[src/rtl/pipe_hazard_ctl_if.sv]
// Pipeline hazard control bus: decode-stage control in, stage controls and hazard signals out.
// Optional counters exist only when PIPE_HAZ_PERF_CNT_EN is defined.
interface pipe_hazard_ctl_if #(
    parameter int unsigned REG_ADDR_W = 5,
    parameter int unsigned CNT_W      = 32
);
    logic [1:0]            i_result_src_d;
    logic                  i_branch_d;
    logic                  i_jmp_d;
    logic                  i_mem_write_d;
    logic                  i_reg_write_d;
    logic [2:0]            i_alu_ctl_d;
    logic                  i_alu_src_d;
    logic [REG_ADDR_W-1:0] i_rs1_d;
    logic [REG_ADDR_W-1:0] i_rs2_d;
    logic [REG_ADDR_W-1:0] i_rd_d;
    logic                  i_zero_e;
    logic                  i_hold;
    logic                  o_stall_f;
    logic                  o_stall_d;
    logic                  o_flush_d;
    logic                  o_flush_e;
    logic                  o_pc_src_e;
    logic [1:0]            o_fwd_a_e;
    logic [1:0]            o_fwd_b_e;
    logic [2:0]            o_alu_ctl_e;
    logic                  o_alu_src_e;
    logic                  o_mem_write_m;
    logic [1:0]            o_result_src_w;
    logic                  o_reg_write_w;
    logic [REG_ADDR_W-1:0] o_rd_w;
`ifdef PIPE_HAZ_PERF_CNT_EN
    logic [CNT_W-1:0]      o_stall_cnt;
    logic [CNT_W-1:0]      o_flush_cnt;
`endif

    modport master (
`ifdef PIPE_HAZ_PERF_CNT_EN
        input  o_stall_cnt, o_flush_cnt,
`endif
        output i_result_src_d, i_branch_d, i_jmp_d, i_mem_write_d, i_reg_write_d,
        output i_alu_ctl_d, i_alu_src_d, i_rs1_d, i_rs2_d, i_rd_d, i_zero_e, i_hold,
        input  o_stall_f, o_stall_d, o_flush_d, o_flush_e, o_pc_src_e, o_fwd_a_e, o_fwd_b_e,
        input  o_alu_ctl_e, o_alu_src_e, o_mem_write_m, o_result_src_w, o_reg_write_w, o_rd_w
    );

    modport slave (
`ifdef PIPE_HAZ_PERF_CNT_EN
        output o_stall_cnt, o_flush_cnt,
`endif
        input  i_result_src_d, i_branch_d, i_jmp_d, i_mem_write_d, i_reg_write_d,
        input  i_alu_ctl_d, i_alu_src_d, i_rs1_d, i_rs2_d, i_rd_d, i_zero_e, i_hold,
        output o_stall_f, o_stall_d, o_flush_d, o_flush_e, o_pc_src_e, o_fwd_a_e, o_fwd_b_e,
        output o_alu_ctl_e, o_alu_src_e, o_mem_write_m, o_result_src_w, o_reg_write_w, o_rd_w
    );
endinterface

[src/rtl/pipe_hazard_ctl.sv]
// Pipeline control sequencing for the 5-stage RV32I core: carries decode control through
// E/M/W, detects load-use hazards, flushes on taken branch/jump, selects forwarding and
// freezes on external hold. Define PIPE_HAZ_PERF_CNT_EN to add stall/flush counters.
module pipe_hazard_ctl #(
    parameter int unsigned REG_ADDR_W = 5,
    parameter int unsigned CNT_W      = 32
) (
    input  logic               i_clk,
    input  logic               i_rst_n,
    pipe_hazard_ctl_if.slave   bus
);
    typedef struct packed {
        logic [1:0]            result_src;
        logic                  branch;
        logic                  jmp;
        logic                  mem_write;
        logic                  reg_write;
        logic [2:0]            alu_ctl;
        logic                  alu_src;
        logic [REG_ADDR_W-1:0] rs1;
        logic [REG_ADDR_W-1:0] rs2;
        logic [REG_ADDR_W-1:0] rd;
    } e_stage_t;

    typedef struct packed {
        logic [1:0]            result_src;
        logic                  mem_write;
        logic                  reg_write;
        logic [REG_ADDR_W-1:0] rd;
    } m_stage_t;

    typedef struct packed {
        logic [1:0]            result_src;
        logic                  reg_write;
        logic [REG_ADDR_W-1:0] rd;
    } w_stage_t;

    e_stage_t e_q, e_d;
    m_stage_t m_q;
    w_stage_t w_q;
    logic     lw_stall;
    logic     pc_src;
    logic     flush_e;

    // M has priority: it holds the younger result.
    function automatic logic [1:0] fwd_sel(input logic [REG_ADDR_W-1:0] rs,
                                           input logic m_rw, input logic [REG_ADDR_W-1:0] m_rd,
                                           input logic w_rw, input logic [REG_ADDR_W-1:0] w_rd);
        if (m_rw && (m_rd != '0) && (m_rd == rs)) begin
            return 2'b10;
        end else if (w_rw && (w_rd != '0) && (w_rd == rs)) begin
            return 2'b01;
        end
        return 2'b00;
    endfunction

    // Hazard detection and stall/flush generation; hold overrides both.
    always_comb begin
        lw_stall = (e_q.result_src == 2'b01) && (e_q.rd != '0) &&
                   ((e_q.rd == bus.i_rs1_d) || (e_q.rd == bus.i_rs2_d));
        pc_src   = e_q.jmp | (e_q.branch & bus.i_zero_e);
        flush_e  = ~bus.i_hold & (lw_stall | pc_src);
    end

    // Next E contents: a bubble on flush, otherwise the decode-stage control.
    always_comb begin
        e_d = '0;
        if (!flush_e) begin
            e_d.result_src = bus.i_result_src_d;
            e_d.branch     = bus.i_branch_d;
            e_d.jmp        = bus.i_jmp_d;
            e_d.mem_write  = bus.i_mem_write_d;
            e_d.reg_write  = bus.i_reg_write_d;
            e_d.alu_ctl    = bus.i_alu_ctl_d;
            e_d.alu_src    = bus.i_alu_src_d;
            e_d.rs1        = bus.i_rs1_d;
            e_d.rs2        = bus.i_rs2_d;
            e_d.rd         = bus.i_rd_d;
        end
    end

    // Stage registers advance together unless held; reset loads bubbles everywhere.
    always_ff @(posedge i_clk or negedge i_rst_n) begin
        if (!i_rst_n) begin
            e_q <= '0;
            m_q <= '0;
            w_q <= '0;
        end else if (!bus.i_hold) begin
            e_q <= e_d;
            m_q <= '{result_src: e_q.result_src, mem_write: e_q.mem_write,
                     reg_write: e_q.reg_write, rd: e_q.rd};
            w_q <= '{result_src: m_q.result_src, reg_write: m_q.reg_write, rd: m_q.rd};
        end
    end

    // Output decode from stage registers and current inputs.
    always_comb begin
        bus.o_stall_f      = bus.i_hold | lw_stall;
        bus.o_stall_d      = bus.i_hold | lw_stall;
        bus.o_flush_d      = ~bus.i_hold & pc_src;
        bus.o_flush_e      = flush_e;
        bus.o_pc_src_e     = pc_src;
        bus.o_fwd_a_e      = fwd_sel(e_q.rs1, m_q.reg_write, m_q.rd, w_q.reg_write, w_q.rd);
        bus.o_fwd_b_e      = fwd_sel(e_q.rs2, m_q.reg_write, m_q.rd, w_q.reg_write, w_q.rd);
        bus.o_alu_ctl_e    = e_q.alu_ctl;
        bus.o_alu_src_e    = e_q.alu_src;
        bus.o_mem_write_m  = m_q.mem_write;
        bus.o_result_src_w = w_q.result_src;
        bus.o_reg_write_w  = w_q.reg_write;
        bus.o_rd_w         = w_q.rd;
    end

`ifdef PIPE_HAZ_PERF_CNT_EN
    logic [CNT_W-1:0] stall_cnt_q, flush_cnt_q;

    // Saturating event counters; held cycles are not counted.
    always_ff @(posedge i_clk or negedge i_rst_n) begin
        if (!i_rst_n) begin
            stall_cnt_q <= '0;
            flush_cnt_q <= '0;
        end else if (!bus.i_hold) begin
            if (lw_stall && (stall_cnt_q != '1)) stall_cnt_q <= stall_cnt_q + 1'b1;
            if (pc_src && (flush_cnt_q != '1))   flush_cnt_q <= flush_cnt_q + 1'b1;
        end
    end

    assign bus.o_stall_cnt = stall_cnt_q;
    assign bus.o_flush_cnt = flush_cnt_q;
`endif
endmodule

[src/flat_wrapper.sv]
// flat-port wrapper written by rule: the top's interface ports become plain ports
module pipe_hazard_ctl_flat 
#(
    parameter int unsigned REG_ADDR_W = 5,
    parameter int unsigned CNT_W      = 32
)
  (i_clk, i_rst_n, bus_i_result_src_d, bus_i_branch_d, bus_i_jmp_d, bus_i_mem_write_d, bus_i_reg_write_d, bus_i_alu_ctl_d, bus_i_alu_src_d, bus_i_rs1_d, bus_i_rs2_d, bus_i_rd_d, bus_i_zero_e, bus_i_hold, bus_o_stall_f, bus_o_stall_d, bus_o_flush_d, bus_o_flush_e, bus_o_pc_src_e, bus_o_fwd_a_e, bus_o_fwd_b_e, bus_o_alu_ctl_e, bus_o_alu_src_e, bus_o_mem_write_m, bus_o_result_src_w, bus_o_reg_write_w, bus_o_rd_w);
  pipe_hazard_ctl_if #(.REG_ADDR_W(REG_ADDR_W), .CNT_W(CNT_W)) bus_i ();
  input  logic i_clk;
  input  logic i_rst_n;
  input wire logic [$bits(bus_i.i_result_src_d)-1:0] bus_i_result_src_d;
  input wire logic [$bits(bus_i.i_branch_d)-1:0] bus_i_branch_d;
  input wire logic [$bits(bus_i.i_jmp_d)-1:0] bus_i_jmp_d;
  input wire logic [$bits(bus_i.i_mem_write_d)-1:0] bus_i_mem_write_d;
  input wire logic [$bits(bus_i.i_reg_write_d)-1:0] bus_i_reg_write_d;
  input wire logic [$bits(bus_i.i_alu_ctl_d)-1:0] bus_i_alu_ctl_d;
  input wire logic [$bits(bus_i.i_alu_src_d)-1:0] bus_i_alu_src_d;
  input wire logic [$bits(bus_i.i_rs1_d)-1:0] bus_i_rs1_d;
  input wire logic [$bits(bus_i.i_rs2_d)-1:0] bus_i_rs2_d;
  input wire logic [$bits(bus_i.i_rd_d)-1:0] bus_i_rd_d;
  input wire logic [$bits(bus_i.i_zero_e)-1:0] bus_i_zero_e;
  input wire logic [$bits(bus_i.i_hold)-1:0] bus_i_hold;
  output wire logic [$bits(bus_i.o_stall_f)-1:0] bus_o_stall_f;
  output wire logic [$bits(bus_i.o_stall_d)-1:0] bus_o_stall_d;
  output wire logic [$bits(bus_i.o_flush_d)-1:0] bus_o_flush_d;
  output wire logic [$bits(bus_i.o_flush_e)-1:0] bus_o_flush_e;
  output wire logic [$bits(bus_i.o_pc_src_e)-1:0] bus_o_pc_src_e;
  output wire logic [$bits(bus_i.o_fwd_a_e)-1:0] bus_o_fwd_a_e;
  output wire logic [$bits(bus_i.o_fwd_b_e)-1:0] bus_o_fwd_b_e;
  output wire logic [$bits(bus_i.o_alu_ctl_e)-1:0] bus_o_alu_ctl_e;
  output wire logic [$bits(bus_i.o_alu_src_e)-1:0] bus_o_alu_src_e;
  output wire logic [$bits(bus_i.o_mem_write_m)-1:0] bus_o_mem_write_m;
  output wire logic [$bits(bus_i.o_result_src_w)-1:0] bus_o_result_src_w;
  output wire logic [$bits(bus_i.o_reg_write_w)-1:0] bus_o_reg_write_w;
  output wire logic [$bits(bus_i.o_rd_w)-1:0] bus_o_rd_w;
  assign bus_i.i_result_src_d = bus_i_result_src_d;
  assign bus_i.i_branch_d = bus_i_branch_d;
  assign bus_i.i_jmp_d = bus_i_jmp_d;
  assign bus_i.i_mem_write_d = bus_i_mem_write_d;
  assign bus_i.i_reg_write_d = bus_i_reg_write_d;
  assign bus_i.i_alu_ctl_d = bus_i_alu_ctl_d;
  assign bus_i.i_alu_src_d = bus_i_alu_src_d;
  assign bus_i.i_rs1_d = bus_i_rs1_d;
  assign bus_i.i_rs2_d = bus_i_rs2_d;
  assign bus_i.i_rd_d = bus_i_rd_d;
  assign bus_i.i_zero_e = bus_i_zero_e;
  assign bus_i.i_hold = bus_i_hold;
  assign bus_o_stall_f = bus_i.o_stall_f;
  assign bus_o_stall_d = bus_i.o_stall_d;
  assign bus_o_flush_d = bus_i.o_flush_d;
  assign bus_o_flush_e = bus_i.o_flush_e;
  assign bus_o_pc_src_e = bus_i.o_pc_src_e;
  assign bus_o_fwd_a_e = bus_i.o_fwd_a_e;
  assign bus_o_fwd_b_e = bus_i.o_fwd_b_e;
  assign bus_o_alu_ctl_e = bus_i.o_alu_ctl_e;
  assign bus_o_alu_src_e = bus_i.o_alu_src_e;
  assign bus_o_mem_write_m = bus_i.o_mem_write_m;
  assign bus_o_result_src_w = bus_i.o_result_src_w;
  assign bus_o_reg_write_w = bus_i.o_reg_write_w;
  assign bus_o_rd_w = bus_i.o_rd_w;
  pipe_hazard_ctl #(.REG_ADDR_W(REG_ADDR_W), .CNT_W(CNT_W)) u_core (.i_clk(i_clk), .i_rst_n(i_rst_n), .bus(bus_i));
endmodule
[config.mk]
export PLATFORM = sky130hd
export DESIGN_NAME = pipe_hazard_ctl_flat
export DESIGN_NICKNAME = d
export VERILOG_FILES = /design/src/rtl/pipe_hazard_ctl_if.sv /design/src/rtl/pipe_hazard_ctl.sv /design/src/flat_wrapper.sv
export SDC_FILE = /design/constraint.sdc
export NUM_CORES = 1
export LEC_CHECK = 0
export CELL_PAD_IN_SITES_DETAIL_PLACEMENT = 0
export CELL_PAD_IN_SITES_GLOBAL_PLACEMENT = 1
export CORE_MARGIN = 4
export CORE_UTILIZATION = 44
export CTS_BUF_LIST = sky130_fd_sc_hd__clkbuf_8
export CTS_CLUSTER_DIAMETER = 40
export DETAILED_ROUTE_END_ITERATION = 7
export GPL_ROUTABILITY_DRIVEN = 0
export PLACE_DENSITY_LB_ADDON = 0.1
export SLEW_MARGIN = 5
export SYNTH_ARGS = -nofsm -noshare
export SYNTH_HDL_FRONTEND = slang
export SYNTH_SLANG_ARGS = --single-unit
[constraint.sdc]
create_clock -name i_clk -period 7.05 [get_ports i_clk]
set_clock_uncertainty 0.15 [all_clocks]
set_input_delay 1.7625 -clock i_clk [delete_from_list [all_inputs] [get_ports i_clk]]
set_output_delay 1.7625 -clock i_clk [all_outputs]
set_load 0.02 [all_outputs]
==> results.yml <==
run_status:
  status: "complete, no violations"
logic_synthesis:
  synth_top_area_cell: "dfrtp_1"
  netlist_instances: 209
  syn_area_per_cell_um2: 11.4
  synth_top_family_by_area: "compound AO/OA/AOI/OAI gates"
  synth-adder-area-share_pct: 0
  synth_nets: 238
  netlist_area_mm2: 0.00239
  synth-edff-count: 0
  async_flop_share_pct: 100
  yosysMostFrequentCell: "dfrtp_1"
  muxShareOfSynthArea_pct: 8.01
  synth_area_leaders: "dfrtp_1 (44%), xor2_1 (8.8%), mux2_2 (8.0%)"
  ys_types: 28
  synth_compound_area_share_pct: 20.9
  synth_top_area_share_pct: 44.0
  ys.flop_type: "dfrtp_1"
  synth_common_cells: "dfrtp_1 (42), a21o_1 (25), and3_1 (25)"
  synthXorXnorAreaFrac_pct: 11.0
  ys_ff_latch: 42
  ys_seq_area_share_pct: 44.0
  yosys_warnings: 0
  synth-simple-area-share_pct: 10.9
pwr:
  p_leak_nw: 1.50
  ir_drop_v: 0.000209
  pwr_density_cell_mw_per_mm2: 428
  power_mw: 1.27
critical_path:
  cpPeakStageDelay_ns: 0.65
  path_class: "in -> out"
  crit_chain: "clkdlybuf4s50_1 -> xor2_1 -> nor3_1 -> a22oi_2 -> buf_4 -> o31ai_1 -> clkdlybuf4s50_1"
  crit_top_cell: "clkdlybuf4s50_1"
  reg2reg_slack_ns: 4.81
  cp_slowest_cell: "clkdlybuf4s50_1"
  path_buf_inv: 3
  setup.worst_path.start: "bus_i_rs1_d[0]"
  worstPathArrival_ns: 3.86
  cp-start-kind: "primary input"
  crit_fanout: 27
  worstPathRequired_ns: 5.14
  rr_startpoint: "u_core.e_q[0]"
  crit_family: "buffers and inverters"
  end_kind: "output pin"
clock_network:
  ctsResizeCount: 0
  clock_sinks: 42
  cts_root_buf: "clkbuf_8"
  h-tree-depth: 2
  worstSkewPairLatency_ns: 0.29
  postCtsSetupBuffers: 0
  hold_buffers: 0
  numCtsBuffers: 5
  cts_tree: "yes"
  clk_path_buf_depth: 2
  clk_transition_reported_paths_ns: 0.08
routing:
  vias: 1743
  vias_per_cell: 5.41
  first_iter_violations: 78
  first_pass_iters: 4
  postRouteAntennaNets: 0
  wire_per_inst_um: 16.6
  drcViolationCount: 0
  routed_wl_mm: 5.35
floorplan:
  fp-row-count: 26
  start_util_pct: 46.2
  boundaryPins: 51
  die_height_um: 81.7
  design.core.area_mm2: 0.00517
  die_x_um: 81.7
  fp.dieArea_mm2: 0.00667
sta:
  setup_tns_ns: 0
  hold_viol_final: 0
  slew_headroom_pct: 37.8
  fin_crit_ns: 5.77
  setup_viol: 0
  max_freq_mhz: 173
  fin_crit_sh_pct: 81.8
  worst_slew_pin_slew_ns: 0.933
  final_max_slew_viol_count: 0
  rsz0062_at_grt: "no"
global_routing:
  grt_pass1_wl_mm: 8.87
  grt_use_met1_pct: 22.6
  grt_antenna_before_repair: 0
  grt_max_degree: 44
  grt_use_total_pct: 17.6
  overflow: 0
  met3_usage_pct: 3.73
  grt_pass1_vias: 1803
  grtUsageMet2_pct: 28.8
  gr-max-usage-layer: "met2"
min_path:
  hold_class: "reg -> reg"
  hp-start: "u_core.m_q[8]"
layout:
  area_growth_pct: 24.2
  nets: 280
  antenna_cells: 0
  multi_input_area_mm2: 0.00121
  regArea_mm2: 0.00105
  layout-drive-gt1-share_pct: 17.1
  fillers: 465
  final_area_mm2: 0.00297
place:
  hpwl_mm: 3.60
  place_area_mm2: 0.00288
  portBuffers: 50
job:
  cap_violations: 0
[cell usage in the layout, fill, tap and decap left out, types with 2 or more instances in the layout]
master / n
inv_1: 4
a22o_2: 8
o21ai_0: 3
a22o_1: 14
dfrtp_1: 42
nand3_1: 2
clkbuf_8: 6
and3_1: 25
xnor2_1: 6
clkdlybuf4s50_1: 48
mux2_2: 17
xor2_1: 24
a22o_4: 3
nor2_1: 2
or4_1: 4
a21o_1: 25
nor3_1: 2
nor4_1: 4
buf_4: 3
buf_2: 2
[worst register-to-register path, cell delays in order, from the launching register on]
cell     delay, ns
dfrtp_1       0.46
or4_4         0.57
o21ai_4       0.64
a22o_2        0.26
a21o_1        0.09
[through the flow]
| step | hold WS (ns) | std cells | setup WS (ns) | utilization (%) |
|---|---|---|---|---|
| floorplan | 0.325 | 209 | 2.03 | - |
| global placement | 0.339 | 314 | 1.31 | 55.6 |
| detailed placement | 0.345 | 314 | 1.31 | 55.6 |
| CTS | 0.363 | 322 | 1.28 | 57.4 |
| global route | 0.387 | 322 | 1.18 | 57.4 |
| finish | 0.357 | 322 | 1.28 | 57.4 |
[path summary, 6_finish.rpt]
kind                            cells past startpoint                            to
worst max-delay path                                7                 bus_o_flush_e
worst min register to register                      1  u_core.bus.o_result_src_w[1]
max in group asynchronous                           1          u_core.bus.o_rd_w[0]
worst max register to register                      4     u_core.bus.o_alu_ctl_e[0]
min in group asynchronous                           1      u_core.bus.o_mem_write_m
worst min-delay path                                1  u_core.bus.o_result_src_w[1]
[registers in the layout (all words and copies together), names as in the netlist]
| name | cells |
|---|---|
| u_core.bus.o_result_src_w | 2 |
| u_core.bus.o_alu_ctl_e | 3 |
| u_core.bus.o_mem_write_m | 1 |
| u_core.m_q | 8 |
| u_core.bus.o_rd_w | 5 |
| u_core.bus.o_reg_write_w | 1 |
| u_core.bus.o_alu_src_e | 1 |
| u_core.e_q | 21 |
[cell families after synthesis]
group | Yosys count
xor gates and xnor gates | 30
buffers and inverters | 21
and+or+nand+nor | 42
AOI/OAI and AO/OA | 57
DFF | 42
muxes | 17
[final cells by class]
cell class                      count  area share [%]
Inverter                            3           0.379
Timing Repair Buffer               53            17.3
Tap cell                           70            2.95
Clock inverter                      2           0.295
Clock buffer                        6            2.78
Sequential cell                    42            35.4
Multi-Input combinational cell    146            40.9
[routing by layer]
| metal | wire (µm) | vias to the layer above | part of all wire (%) |
|---|---|---|---|
| met4 | 108 | 0 | 2.0 |
| li1 | - | 846 | - |
| met3 | 242 | 9 | 4.5 |
| met5 | 0 | - | 0 |
| met1 | 2430 | 851 | 45 |
| met2 | 2570 | 37 | 48 |
[report_power, final]
group	leakage (nW)	total [mW]	switching, mW	internal, mW
combinational	0.924	0.610	0.275	0.335
clock	0.0524	0.159	0.0811	0.0776
sequential	0.520	0.502	0.144	0.358
Power figures use the tool's default switching activity.
